[src/rtl/cmd_pkg.sv]
// Shared definitions for the host command channel: word layout, HALT opcode, FSM states.
package cmd_pkg;

    localparam int unsigned CMD_W  = 64;
    localparam int unsigned OPC_HI = 63;
    localparam int unsigned OPC_LO = 56;
    localparam int unsigned OPC_W  = OPC_HI - OPC_LO + 1;

    localparam logic [OPC_W-1:0] OPC_HALT = 8'hFF;

    typedef enum logic [1:0] {
        ST_RUN       = 2'd0,
        ST_HALT_WAIT = 2'd1,
        ST_DONE      = 2'd2
    } state_e;

    function automatic logic [OPC_W-1:0] opcode_of(input logic [CMD_W-1:0] word);
        return word[OPC_HI:OPC_LO];
    endfunction

endpackage

[src/rtl/cmd_fifo.sv]
// Synchronous FIFO with flush and occupancy count; no bypass from push to head.
module cmd_fifo
    import cmd_pkg::*;
#(
    parameter int unsigned DEPTH = 16,
    parameter int unsigned W     = CMD_W,
    localparam int unsigned PTR_W = $clog2(DEPTH),
    localparam int unsigned CNT_W = PTR_W + 1
) (
    input  logic             clk,
    input  logic             rst,
    input  logic             push,
    input  logic [W-1:0]     din,
    input  logic             pop,
    input  logic             flush,
    output logic [W-1:0]     head_c,
    output logic             empty_c,
    output logic             full,
    output logic [CNT_W-1:0] count
);

    logic [W-1:0]     mem_q [DEPTH];
    logic [PTR_W-1:0] wr_ptr_q, wr_ptr_d;
    logic [PTR_W-1:0] rd_ptr_q, rd_ptr_d;
    logic [CNT_W-1:0] count_q, count_d;
    logic             full_q, full_d;
    logic             do_push, do_pop;

    // Full comes from the registered count, so a same-cycle pop never admits a push.
    always_comb begin
        do_push  = push & ~full_q & ~flush;
        do_pop   = pop & (count_q != '0) & ~flush;
        wr_ptr_d = wr_ptr_q;
        rd_ptr_d = rd_ptr_q;
        count_d  = count_q;
        if (flush) begin
            wr_ptr_d = '0;
            rd_ptr_d = '0;
            count_d  = '0;
        end else begin
            if (do_push) wr_ptr_d = wr_ptr_q + PTR_W'(1);
            if (do_pop)  rd_ptr_d = rd_ptr_q + PTR_W'(1);
            case ({do_push, do_pop})
                2'b10:   count_d = count_q + CNT_W'(1);
                2'b01:   count_d = count_q - CNT_W'(1);
                default: count_d = count_q;
            endcase
        end
        full_d = (count_d == CNT_W'(DEPTH));
    end

    always_ff @(posedge clk) begin
        if (!rst) begin
            wr_ptr_q <= '0;
            rd_ptr_q <= '0;
            count_q  <= '0;
            full_q   <= 1'b0;
        end else begin
            wr_ptr_q <= wr_ptr_d;
            rd_ptr_q <= rd_ptr_d;
            count_q  <= count_d;
            full_q   <= full_d;
        end
    end

    always_ff @(posedge clk) begin
        if (do_push) mem_q[wr_ptr_q] <= din;
    end

    assign head_c  = mem_q[rd_ptr_q];
    assign empty_c = (count_q == '0);
    assign full    = full_q;
    assign count   = count_q;

endmodule

[src/rtl/cmd_streamer.sv]
// Host-side command transmitter: FIFO-buffered words presented to the core with
// valid/ready, halting after an OPC_HALT word, with issue counting and stall timeout.
module cmd_streamer
    import cmd_pkg::*;
#(
    parameter int unsigned DEPTH   = 16,
    parameter int unsigned TIMEOUT = 1024,
    localparam int unsigned LVL_W = $clog2(DEPTH) + 1,
    localparam int unsigned STL_W = $clog2(TIMEOUT + 1)
) (
    input  logic             clk,
    input  logic             rst,
    input  logic             host_push,
    input  logic [CMD_W-1:0] host_data,
    output logic             host_full,
    output logic [LVL_W-1:0] host_level,
    input  logic             flush,
    output logic             cmd_valid,
    output logic [CMD_W-1:0] cmd_data,
    input  logic             cmd_ready,
    input  logic             core_halted,
    output logic             done,
    output logic             stall_timeout,
    output logic [31:0]      issued_count
);

    state_e           state_q, state_d;
    logic             valid_q, valid_d;
    logic [CMD_W-1:0] data_q, data_d;
    logic             done_q, done_d;
    logic [STL_W-1:0] stall_q, stall_d;
    logic             timeout_q, timeout_d;
    logic [31:0]      issued_q, issued_d;

    logic             xfer_c, halt_xfer_c, stalled_c, pop_c;
    logic [CMD_W-1:0] fifo_head_c;
    logic             fifo_empty_c;

    cmd_fifo #(.DEPTH(DEPTH), .W(CMD_W)) u_fifo (
        .clk     (clk),
        .rst     (rst),
        .push    (host_push),
        .din     (host_data),
        .pop     (pop_c),
        .flush   (flush),
        .head_c  (fifo_head_c),
        .empty_c (fifo_empty_c),
        .full    (host_full),
        .count   (host_level)
    );

    assign xfer_c      = valid_q & cmd_ready;
    assign halt_xfer_c = xfer_c & (opcode_of(data_q) == OPC_HALT);
    assign stalled_c   = valid_q & ~cmd_ready;

    always_ff @(posedge clk) begin
        if (!rst) state_q <= ST_RUN;
        else      state_q <= state_d;
    end

    always_comb begin
        state_d = state_q;
        case (state_q)
            ST_RUN:       if (halt_xfer_c) state_d = ST_HALT_WAIT;
            ST_HALT_WAIT: if (core_halted) state_d = ST_DONE;
            ST_DONE:      state_d = ST_DONE;
            default:      state_d = ST_RUN;
        endcase
    end

    // Output register refill, counters and sticky flags; refill stops on the HALT transfer.
    always_comb begin
        pop_c     = 1'b0;
        valid_d   = valid_q;
        data_d    = data_q;
        issued_d  = issued_q;
        stall_d   = '0;
        timeout_d = timeout_q;
        if (xfer_c) begin
            valid_d  = 1'b0;
            issued_d = issued_q + 32'd1;
        end
        if ((state_q == ST_RUN) && !halt_xfer_c && (!valid_q || xfer_c)
            && !fifo_empty_c && !flush) begin
            pop_c   = 1'b1;
            valid_d = 1'b1;
            data_d  = fifo_head_c;
        end
        if (stalled_c) begin
            stall_d = (stall_q == STL_W'(TIMEOUT)) ? stall_q : stall_q + STL_W'(1);
            if (stall_q == STL_W'(TIMEOUT - 1)) timeout_d = 1'b1;
        end
        done_d = (state_d == ST_DONE);
    end

    always_ff @(posedge clk) begin
        if (!rst) begin
            valid_q   <= 1'b0;
            data_q    <= '0;
            done_q    <= 1'b0;
            stall_q   <= '0;
            timeout_q <= 1'b0;
            issued_q  <= '0;
        end else begin
            valid_q   <= valid_d;
            data_q    <= data_d;
            done_q    <= done_d;
            stall_q   <= stall_d;
            timeout_q <= timeout_d;
            issued_q  <= issued_d;
        end
    end

    assign cmd_valid     = valid_q;
    assign cmd_data      = data_q;
    assign done          = done_q;
    assign stall_timeout = timeout_q;
    assign issued_count  = issued_q;

endmodule
[config.mk]
export PLATFORM = sky130hd
export DESIGN_NAME = cmd_streamer
export DESIGN_NICKNAME = d
export VERILOG_FILES = /design/src/rtl/cmd_pkg.sv /design/src/rtl/cmd_fifo.sv /design/src/rtl/cmd_streamer.sv
export SDC_FILE = /design/constraint.sdc
export NUM_CORES = 1
export LEC_CHECK = 0
export ABC_AREA = 1
export BUFFER_PORTS_ARGS = -buffer_cell sky130_fd_sc_hd__buf_2
export CAP_MARGIN = 40
export CORE_MARGIN = 2
export CORE_UTILIZATION = 35
export DETAILED_ROUTE_END_ITERATION = 8
export PLACE_DENSITY_LB_ADDON = 0.1
export SYNTH_ARGS = -nofsm -noshare
export SYNTH_HDL_FRONTEND = slang
export SYNTH_SLANG_ARGS = --single-unit
[constraint.sdc]
create_clock -name clk -period 5.45 [get_ports clk]
set_input_delay 1.09 -clock clk [delete_from_list [all_inputs] [get_ports clk]]
set_output_delay 1.09 -clock clk [all_outputs]
set_load 0.01 [all_outputs]
# Word-level counts from Yosys, hierarchy flattened

Memories as Yosys holds them, arrays and structs flattened. A register that Yosys moved wholly into a read port is not among the register bits.
Cells that the tools add are included.

Bits in registers: 62
Input bits: 70
Memories kept: 1
Word-level logic and storage cells: 64
Bits in writable memories: 1,024

Memory list:

| name         | depth | width | rd ports | clocked after memory_dff | wr ports | RTL line       | RTL |
|---|---|---|---|---|---|---|---|
| u_fifo.mem_q | 16    | 64    | 1        | 1                        | 1        | cmd_fifo.sv:22 | `logic [W-1:0] mem_q [DEPTH];` |

Equal/unequal tests: 9
Bitwise logic cells: 11
Multiplexer cells: 10
Add/sub/neg operators: 6
Reductions and logical operators: 17

Operator list:

| operator              | number |
|---|---|
| $add 32x1->32 const B | 1 |
| $add 11x1->11 const B | 1 |
| $eq 11x10->1 const B  | 1 |
| $eq 11x11->1 const B  | 1 |
| $pmux 5 s2            | 1 |
| $add 4x1->4 const B   | 2 |
| $eq 8x8->1 const B    | 1 |
| $and 1x1->1           | 7 |
| $eq 2x2->1 const B    | 3 |
| $pmux 2 s3            | 1 |
| $add 5x1->5 const B   | 1 |
| $eq 5x5->1 const B    | 1 |
| $logic_not 1->1       | 5 |
| $logic_not 5->1       | 1 |
| $mux 1                | 5 |
| $mux 5                | 1 |
| $reduce_bool 5->1     | 1 |
| $sub 5x1->5 const B   | 1 |
| $eq 2x1->1 const B    | 2 |
| $logic_and 1x1->1     | 4 |
| $mux 2                | 2 |
| $not 1->1             | 4 |
| $reduce_and 2->1      | 2 |
| $logic_not 2->1       | 1 |
| other kinds (3)       | 3 |

# Depth between registers and ports, before layout

Gate-level depths: netlist (run 1).

Depth after elaboration: 14
Gate-level depth with buffers: 18

# Cells and area by module

Synthesis (run 1) repeated with hierarchy kept, for this count alone.

Cells, all modules: 3,583
Area, all modules: 47,027.6 sq um

Modules (own cells, without submodules):

| module       | instances | cells each | seq. area each (sq um) | area an instance (sq um) |
|---|---|---|---|---|
| cmd_fifo     | 1         | 2,868      | 31,109.8               | 41,731.3 |
| cmd_streamer | 1         | 715        | 2,242.2                | 5,296.3 |

# Least setup slack after synthesis (run 1)

Ideal clock, no wire load.

Path kind: input to register
From: in flush
To: mem u_fifo.mem_q[11][0] (netlist bit) (enable)
Data required time: 4.964 ns
Cell stages on the path: 6
Path slack: 0.725 ns
Path buffers: 1
Arrival: 4.239 ns
Library setup time: 0.486 ns
Cells stage by stage: buf_6 > inv_1 > nand2_1 > nor2_1 > nand2_1 > nor2_1

Cells in the longest elaborated chain, start to end: 4

Ends and longest elaborated chain:

| what                         | RTL line           | RTL |
|---|---|---|
| from (decl)                  | cmd_streamer.sv:17 | `input logic flush,` |
| $not 1->1                    | cmd_fifo.sv:31     | `do_push = push & ~full_q & ~flush;` |
| $and 1x1->1                  | cmd_fifo.sv:31     |  |
| $mux 1                       | cmd_fifo.sv:67     | `if (do_push) mem_q[wr_ptr_q] <= din;` |
| $mux 1 (implied by the code) | cmd_fifo.sv:67     |  |
| to (decl)                    | cmd_fifo.sv:22     |  |

Every way passes these cells.

# Final worst setup path (run 1)

From: in flush
To: reg u_fifo.full_q, in the netlist u_fifo.full

Cells in the longest elaborated chain, start to end: 9
Elaborated cells on any way between the ends: 12

Ends and longest elaborated chain:

| what                                     | RTL line           | RTL |
|---|---|---|
| $logic_not 1->1                          | cmd_streamer.sv:84 | `&& !fifo_empty_c && !flush) begin` |
| $logic_and 1x1->1                        | cmd_streamer.sv:84 |  |
| $mux 1                                   | cmd_streamer.sv:83 | `if ((state_q == ST_RUN) && !halt_xfer_c && (!valid_q \|\| xfer_c)` |
| $and 1x1->1 (2 in series)                | cmd_fifo.sv:32     | `do_pop = pop & (count_q != '0) & ~flush;` |
| $eq 2x1->1 or $eq 2x2->1 (tied branches) | cmd_fifo.sv:43     | `case ({do_push, do_pop})` |
| $pmux 5 s2                               | cmd_fifo.sv:43     |  |
| $mux 5 *                                 | cmd_fifo.sv:36     | `if (flush) begin` |
| $eq 5x5->1 *                             | cmd_fifo.sv:49     | `full_d = (count_d == CNT_W'(DEPTH));` |
| to (signal assigned)                     | cmd_fifo.sv:62     | `full_q <= full_d;` |
| to (decl)                                | cmd_fifo.sv:26     | `logic full_q, full_d;` |

Mark *: on every way between the ends. The rest lies on a longest branch, timed or not.
A chain may end at the register's enable or synchronous reset.

==> flow_metrics.env, run 1 <==
export IMPL_status="finished clean"
export IMPL_p_leak_nw=21.3
export IMPL_ctsRootBufferMaster="clkbuf_16"
export IMPL_drtIter0Drc=2218
export IMPL_fin_total_pwr_w=0.0198
export IMPL_synth_top_area_share_pct=63.8
export IMPL_fmax_mhz=314
export IMPL_grt_max_degree=199
export IMPL_ant_nets=0
export IMPL_postCtsSetupBuffers=0
export IMPL_gp_congestion=0.754
export IMPL_io_buffers=174
export IMPL_synth_compound_area_share_pct=2.13
export IMPL_grt_pass1_vias=30500
export IMPL_synth_avg_cell_area_um2=10.6
export IMPL_cts_hold_buf=0
export IMPL_die_w_um=375
export IMPL_n_antenna_cell=0
export IMPL_whs_ps=464
export IMPL_clockBufferDepth=3
export IMPL_fin_nets=4787
export IMPL_synthTopCellsByCount="nand2_1 (1275), edfxtp_1 (1024), nand3_1 (664), inv_1 (466), nor2_1 (316)"
export IMPL_synth_xor_area_share_pct=0.0908
export IMPL_ys_types=33
export IMPL_routed_wirelength_mm=135
export IMPL_clkSlewWorstSetupHoldPaths_ps=60
export IMPL_drv_slew=0
export IMPL_comb_power_share_pct=6.4
export IMPL_die_y_um=375
export IMPL_synth_edf_count=1024
export IMPL_dieArea_um2=141000
export IMPL_clockPowerShare_pct=43.9
export IMPL_synth_most_common_cell="nand2_1"
export IMPL_synthArstFlopShare_pct=0
export IMPL_maxCapViolCount=0
export IMPL_insertion_delay_ps=760
export IMPL_power_density_nw_per_um2=356
export IMPL_cts_tree="done"
export IMPL_yosys_area_share_simple_pct=22.3
export IMPL_slowest_stage="inv_4"
export IMPL_via_per_inst=4.81
export IMPL_finalHoldViolCount=0
export IMPL_ys_seq_elements=1150
export IMPL_grt_overflow=0
export IMPL_worstPathRequired_ps=6130
export IMPL_synthMuxAreaShare_pct=0
export IMPL_ys_warn_count=0
export IMPL_synth_largest_area_cell="edfxtp_1"
export IMPL_p_sw_share_pct=23.4
export IMPL_period_share_pct=58.5
export IMPL_antenna_found_initial=12
export IMPL_worstPathArrival_ps=3870
export IMPL_seq_power_share_pct=49.6
export IMPL_p_sw_w=0.00463
export IMPL_synth_area_leaders="edfxtp_1 (64%), nand2_1 (9.9%), nand3_1 (6.9%)"
export IMPL_cts_sinks=1150
export IMPL_dr_total_vias=31800
export IMPL_pin_count=175
export IMPL_setup_viol=0
export IMPL_ys_flop_type="edfxtp_1"
export IMPL_hp_class="flop to flop"
export IMPL_ir_worst_vdd_mv=0.222
export IMPL_rows=136
export IMPL_synthAdderAreaFrac_pct=0.353
export IMPL_crit_path_start_kind="primary input"
export IMPL_finish_utilization_pct=40.4
export IMPL_tightestPinTransition_ps=937
export IMPL_critical_path_class="primary input to flop"
export IMPL_first_pass_iters=5
export IMPL_slew_headroom_pct=37.6
export IMPL_start_util_pct=35.2
export IMPL_area_growth_pct=15.0
export IMPL_slowest_delay_ps=410
export IMPL_core_area_um2=137000
export IMPL_endpoint_kind="flop"
export IMPL_synthCells=4567
export IMPL_p_int_w=0.0151
export IMPL_ctsResizeCount=0
export IMPL_fill_cells=13300
export IMPL_grt_pass1_wl_mm=202
export IMPL_post_route_min_period_ps=3190
export IMPL_grtUsageTotal_pct=19.1
export IMPL_ys_seq_area_share_pct=69.0
export IMPL_dpl_hpwl_mm=71.0
export IMPL_synth_fp_nets=4650
export IMPL_post_route_drc_count=0
export IMPL_syn_area_um2=48200
export IMPL_layout_drive_gt1_share_pct=9.64
export IMPL_setup_tns_final_ps=0
export IMPL_rsz0062_at_grt="false"
export IMPL_cts_buffers=135
export IMPL_cp_max_fo=24
export IMPL_finClkSkew_ps=32.5
export IMPL_synth_top_family_by_area="simple AND/OR/NAND/NOR gates"
export IMPL_design_area_um2=55400
export IMPL_post_drt_wl_per_cell_um=20.4
export IMPL_path_cells="buf_2 > nor3_2 > nand2_1 > nor2_2 > nand2_4 > inv_4 > ha_1 > inv_1 > fa_1 > inv_1 > nand3_1 > nand3_1 > nand3_1 > nand2_1 > nand3_1 > nor2_1"
export IMPL_cp_common_cell="nand3_1"
export IMPL_dpl_instance_area_um2=51200
export IMPL_htreeDepth=4
[placed cells by master (no fill, tap or decap), drive strengths merged]
cell    Yosys  final
nand2    1276   1276
edfxtp   1024   1024
nand3     664    664
inv       472    475
nor2      321    321
buf       128    239
clkbuf    111    195
or2       192    192
dfxtp     126    126
a21oi     102    102
o21ai      72     72
clkinv      0     44
o211ai     17     17
nand4      16     16
nor3       16     16
ha         12     12
xor2        5      5
nor4        4      4
bufinv      0      4
nor3b       2      2
nand3b      2      2
a211oi      2      2
o21a        1      1
o21bai      1      1
fa          1      1
[state kept, by name (all words and copies together) (netlist names), 2 cells and up]
register and cells:
cmd_data 64, issued_count 32, stall_q 11, state_q 2, u_fifo.count 5, u_fifo.mem_q 1024
u_fifo.rd_ptr_q 4, u_fifo.wr_ptr_q 4
[routing by layer]
metal	routed length, um	vias to the layer above	GRT usage, %
li1	-	15400	-
met1	64200	15500	27.0
met2	62400	645	30.7
met3	5670	185	2.98
met4	2630	2	4.85
met5	13	-	0
[power groups by stage]
stage | clock (W) | combinational (W) | sequential (W)
after floorplan | 0 | 0.000753 | 0.00998
after global placement | 0 | 0.00126 | 0.0100
after detailed placement | 0 | 0.00129 | 0.00999
after CTS | 0.00893 | 0.00130 | 0.00981
after global routing | 0.00923 | 0.00144 | 0.00981
final | 0.00868 | 0.00127 | 0.00980
[metrics by stage]
step	setup WS, ps	std cells
finish	2260	6607
global route	2010	6607
CTS	2280	6607
detailed placement	1460	6361
global placement	1570	6351
floorplan	725	4567
[logic make-up (layout without fill, tap and decap cells)]
logic type | count (synthesis) | count (layout)
compound gates | 195 | 195
xor+xnor | 5 | 5
fa+ha+maj | 13 | 13
buf+inv | 711 | 957
flops | 1150 | 1150
simple gates | 2493 | 2493
[path summary, 6_finish.rpt]
check,start,endpoint,slack (ps),cells past startpoint
setup / recovery,flush,u_fifo.full,2260,16
hold / removal,issued_count[6],issued_count[6],460,2
setup reg to reg,cmd_valid,u_fifo.full,2420,15
hold reg to reg,issued_count[6],issued_count[6],460,2
[critical path, delay by kind of cell]
kind | cells | cell delay, ps
buffers and inverters | 4 | 760
and+or+nand+nor | 10 | 1280
adders and majority gates | 2 | 710
[final cells by class]
cell class,count,area (um^2),share of cell area [%]
flip-flops and latches,1150,33300,60.0
multi-input cells,2706,12100,21.9
clock buffers,195,3800,6.85
well taps,1794,2240,4.05
inverters,472,1800,3.25
repair buffers,239,1750,3.15
clock inverters,51,422,0.761
Power figures use the tool's default switching activity.
==> run 2: changes to the inputs <==
--- a/config.mk
+++ b/config.mk
@@ -5,7 +5,7 @@
 export SDC_FILE = /design/constraint.sdc
 export NUM_CORES = 1
 export LEC_CHECK = 0
-export ABC_AREA = 1
+export ABC_AREA = 0
 export BUFFER_PORTS_ARGS = -buffer_cell sky130_fd_sc_hd__buf_2
 export CAP_MARGIN = 40
 export CORE_MARGIN = 2
==> constraint.sdc (replaced) <==
create_clock -name clk -period 3 [get_ports clk]
set_input_delay 0.6 -clock clk [delete_from_list [all_inputs] [get_ports clk]]
set_output_delay 0.6 -clock clk [all_outputs]
set_load 0.01 [all_outputs]
==> run 2 against run 1 <==
Clock skew shrank 2.2 ps. Flip-flop and latch count unchanged. Sequential share of layout area up 5.0 points. Final cell count down 38%. Clock-buffer cell count shrank 31. Global-route usage shrank 2.1 points. Cell area shrank 7.7%. Clock power rose by 75%. Sequential power up 79%. Critical path depth down 4. Wire length shrank 20%. Largest power group unchanged.
==> flow_metrics.env, run 2 <==
export IMPL_fill_cells=10700
export IMPL_clkSlewWorstSetupHoldPaths_ps=60
export IMPL_setup_viol=0
export IMPL_synth_most_common_cell="edfxtp_1"
export IMPL_status="finished clean"
export IMPL_worstPathRequired_ps=3640
export IMPL_grt_max_degree=64
export IMPL_die_w_um=355
export IMPL_register_area_um2=33300
export IMPL_period_share_pct=95.4
export IMPL_synthTopCellsByCount="edfxtp_1 (1024), mux4_2 (255), a22oi_1 (126), dfxtp_1 (126), nand2_1 (90)"
export IMPL_ys_flop_type="edfxtp_1"
export IMPL_regMostFlops="u_fifo.mem_q"
export IMPL_mostFrequentLayoutCell="edfxtp_1"
export IMPL_synthMuxAreaShare_pct=13.5
export IMPL_dpl_hpwl_mm=60.2
export IMPL_synthArstFlopShare_pct=0
export IMPL_slew_headroom_pct=47.2
export IMPL_htreeDepth=3
export IMPL_pin_count=175
export IMPL_synth_avg_cell_area_um2=20.8
export IMPL_via_per_inst=5.21
export IMPL_rsz0062_at_grt="false"
export IMPL_dpl_instance_area_um2=47100
export IMPL_ys_types=53
export IMPL_first_pass_iters=5
export IMPL_worstPathArrival_ps=3500
export IMPL_tightestPinTransition_ps=791
export IMPL_core_area_um2=122000
export IMPL_gp_congestion=0.739
export IMPL_cp_max_fo=3
export IMPL_ant_nets=0
export IMPL_insertion_delay_ps=710
export IMPL_rows=128
export IMPL_grtUsageTotal_pct=17.1
export IMPL_synth_edf_count=1024
export IMPL_drtIter0Drc=1657
export IMPL_ctsRootBufferMaster="clkbuf_16"
export IMPL_die_y_um=355
export IMPL_design_area_um2=51200
export IMPL_synthAdderAreaFrac_pct=0.394
export IMPL_fin_cells=4099
export IMPL_grt_overflow=0
export IMPL_ys_seq_elements=1150
export IMPL_post_route_min_period_ps=2860
export IMPL_synth_largest_area_cell="edfxtp_1"
export IMPL_power_density_nw_per_um2=654
export IMPL_finalHoldViolCount=0
export IMPL_finClkSkew_ps=30.4
export IMPL_start_util_pct=35.4
export IMPL_fin_nets=2449
export IMPL_layout_drive_gt1_share_pct=30.5
export IMPL_synth_fp_nets=2161
export IMPL_maxCapViolCount=0
export IMPL_clockBufferDepth=3
export IMPL_multi_input_area_um2=9520
export IMPL_post_drt_wl_per_cell_um=26.2
export IMPL_synth_top_area_share_pct=71.2
export IMPL_synth_area_leaders="edfxtp_1 (71%), mux4_2 (13%), dfxtp_1 (5.8%)"
export IMPL_synth_xor_area_share_pct=0.852
export IMPL_area_growth_pct=18.6
export IMPL_critical_path_class="flop to flop"
export IMPL_dr_total_vias=21300
export IMPL_endpoint_kind="flop"
export IMPL_dp_cells=3869
export IMPL_grt_pass1_wl_mm=158
export IMPL_postCtsSetupBuffers=0
export IMPL_routed_wirelength_mm=107
export IMPL_synthCells=2078
export IMPL_dieArea_um2=126000
export IMPL_cts_buffers=120
export IMPL_p_leak_nw=16.2
export IMPL_ys_warn_count=0
export IMPL_fmax_mhz=349
export IMPL_crit_path_start_kind="flop"
export IMPL_io_buffers=174
export IMPL_cts_tree="done"
export IMPL_antenna_found_initial=15
export IMPL_syn_area_um2=43200
export IMPL_grt_pass1_vias=22800
export IMPL_cts_sinks=1150
export IMPL_drv_slew=0
export IMPL_most_common_layout_cells="edfxtp_1 (1024), mux4_2 (255), buf_2 (174)"
export IMPL_yosys_area_share_simple_pct=2.90
export IMPL_largest_reg_flops=1024
export IMPL_synth_compound_area_share_pct=3.91
export IMPL_hp_class="primary input to flop"
export IMPL_post_route_drc_count=0
export IMPL_synth_top_family_by_area="multiplexers"
export IMPL_ir_worst_vdd_mv=0.448
export IMPL_ys_seq_area_share_pct=77.1
run 2: changes by cell type after synthesis, moves of 87 or more:
| cell | delta |
|---|---|
| inv_1 | -447 |
| mux4_2 | +255 |
| nor2_1 | -249 |
| a22oi_1 | +126 |
| or2_1 | -124 |
| a21oi_1 | -87 |
| nand3_1 | -647 |
| nand2_1 | -1185 |
run 2: layer usage:
layer | track usage [%] | vias to the layer above | part of all wire [%]
met1 | 22.7 | 11500 | 43
met2 | 29.0 | 482 | 50
met5 | 0 | - | 0.092
met3 | 2.93 | 149 | 4.6
met4 | 4.53 | 16 | 2.1
li1 | - | 9200 | -
run 2: through the flow:
| step | power [W] | worst slack, ps | hold slack [ps] | TNS, ps | util, % |
|---|---|---|---|---|---|
| 2_1_floorplan | 0.0182 | -282 | 435 | -144150 | - |
| 3_3_place_gp | 0.0186 | -270 | 450 | -540 | 38.6 |
| 3_5_place_dp | 0.0186 | -253 | 460 | -493 | 38.6 |
| 4_1_cts | 0.0339 | 100 | 192 | 0 | 41.9 |
| 5_1_grt | 0.0346 | 33.1 | 224 | 0 | 42.0 |
| 6_report | 0.0335 | 138 | 251 | 0 | 42.0 |
run 2: what timing repair did:
action,in CTS,in global routing
endpoints found under the setup margin,2,2
resized for setup,6,3
pin swaps,2,2
hold buffers,0,0
run 2: cell type report:
cell class | count | area share, %
Multi-Input combinational cell | 795 | 18.6
Timing Repair Buffer | 279 | 4.34
Clock inverter | 65 | 1.60
Tap cell | 1625 | 3.97
Inverter | 20 | 0.147
Antenna cell | 1 | 0.00489
Clock buffer | 164 | 6.35
Sequential cell | 1150 | 65.0
run 2: worst max-delay path, stage by stage (launching register included):
cell,delay (ps)
dfxtp_1,310
or4_4,560
o211ai_4,190
nor2_2,60
ha_2,190
buf_4,150
ha_4,260
nor2b_4,130
o21ai_2,70
and3_1,200
or4b_4,490
buf_4,140
nand2_1,50
run 2: logic make-up (layout without fill, tap and decap cells):
logic type / after synthesis / count (layout)
buffers and inverters: 133 / 528
xor gates and xnor gates: 42 / 42
adders and majority gates: 13 / 13
other: 0 / 1
muxes: 262 / 262
DFF: 1150 / 1150
AOI/OAI and AO/OA: 220 / 220
and+or+nand+nor: 258 / 258
run 2: path summary, 6_finish.rpt:
check / from / cells past startpoint / end / slack, ps
worst max register to register: u_fifo.count[1] / 12 / u_fifo.count[4] / 140
worst min register to register: stall_timeout / 2 / stall_timeout / 470
worst min-delay path: rst / 3 / stall_timeout / 250
worst max-delay path: u_fifo.count[1] / 12 / u_fifo.count[4] / 140
run 2: report_power, final:
part	switching, W	total (W)	internal, W
registers	0.0000323	0.0175	0.0175
logic	0.000478	0.000742	0.000265
clock network	0.00614	0.0152	0.00905
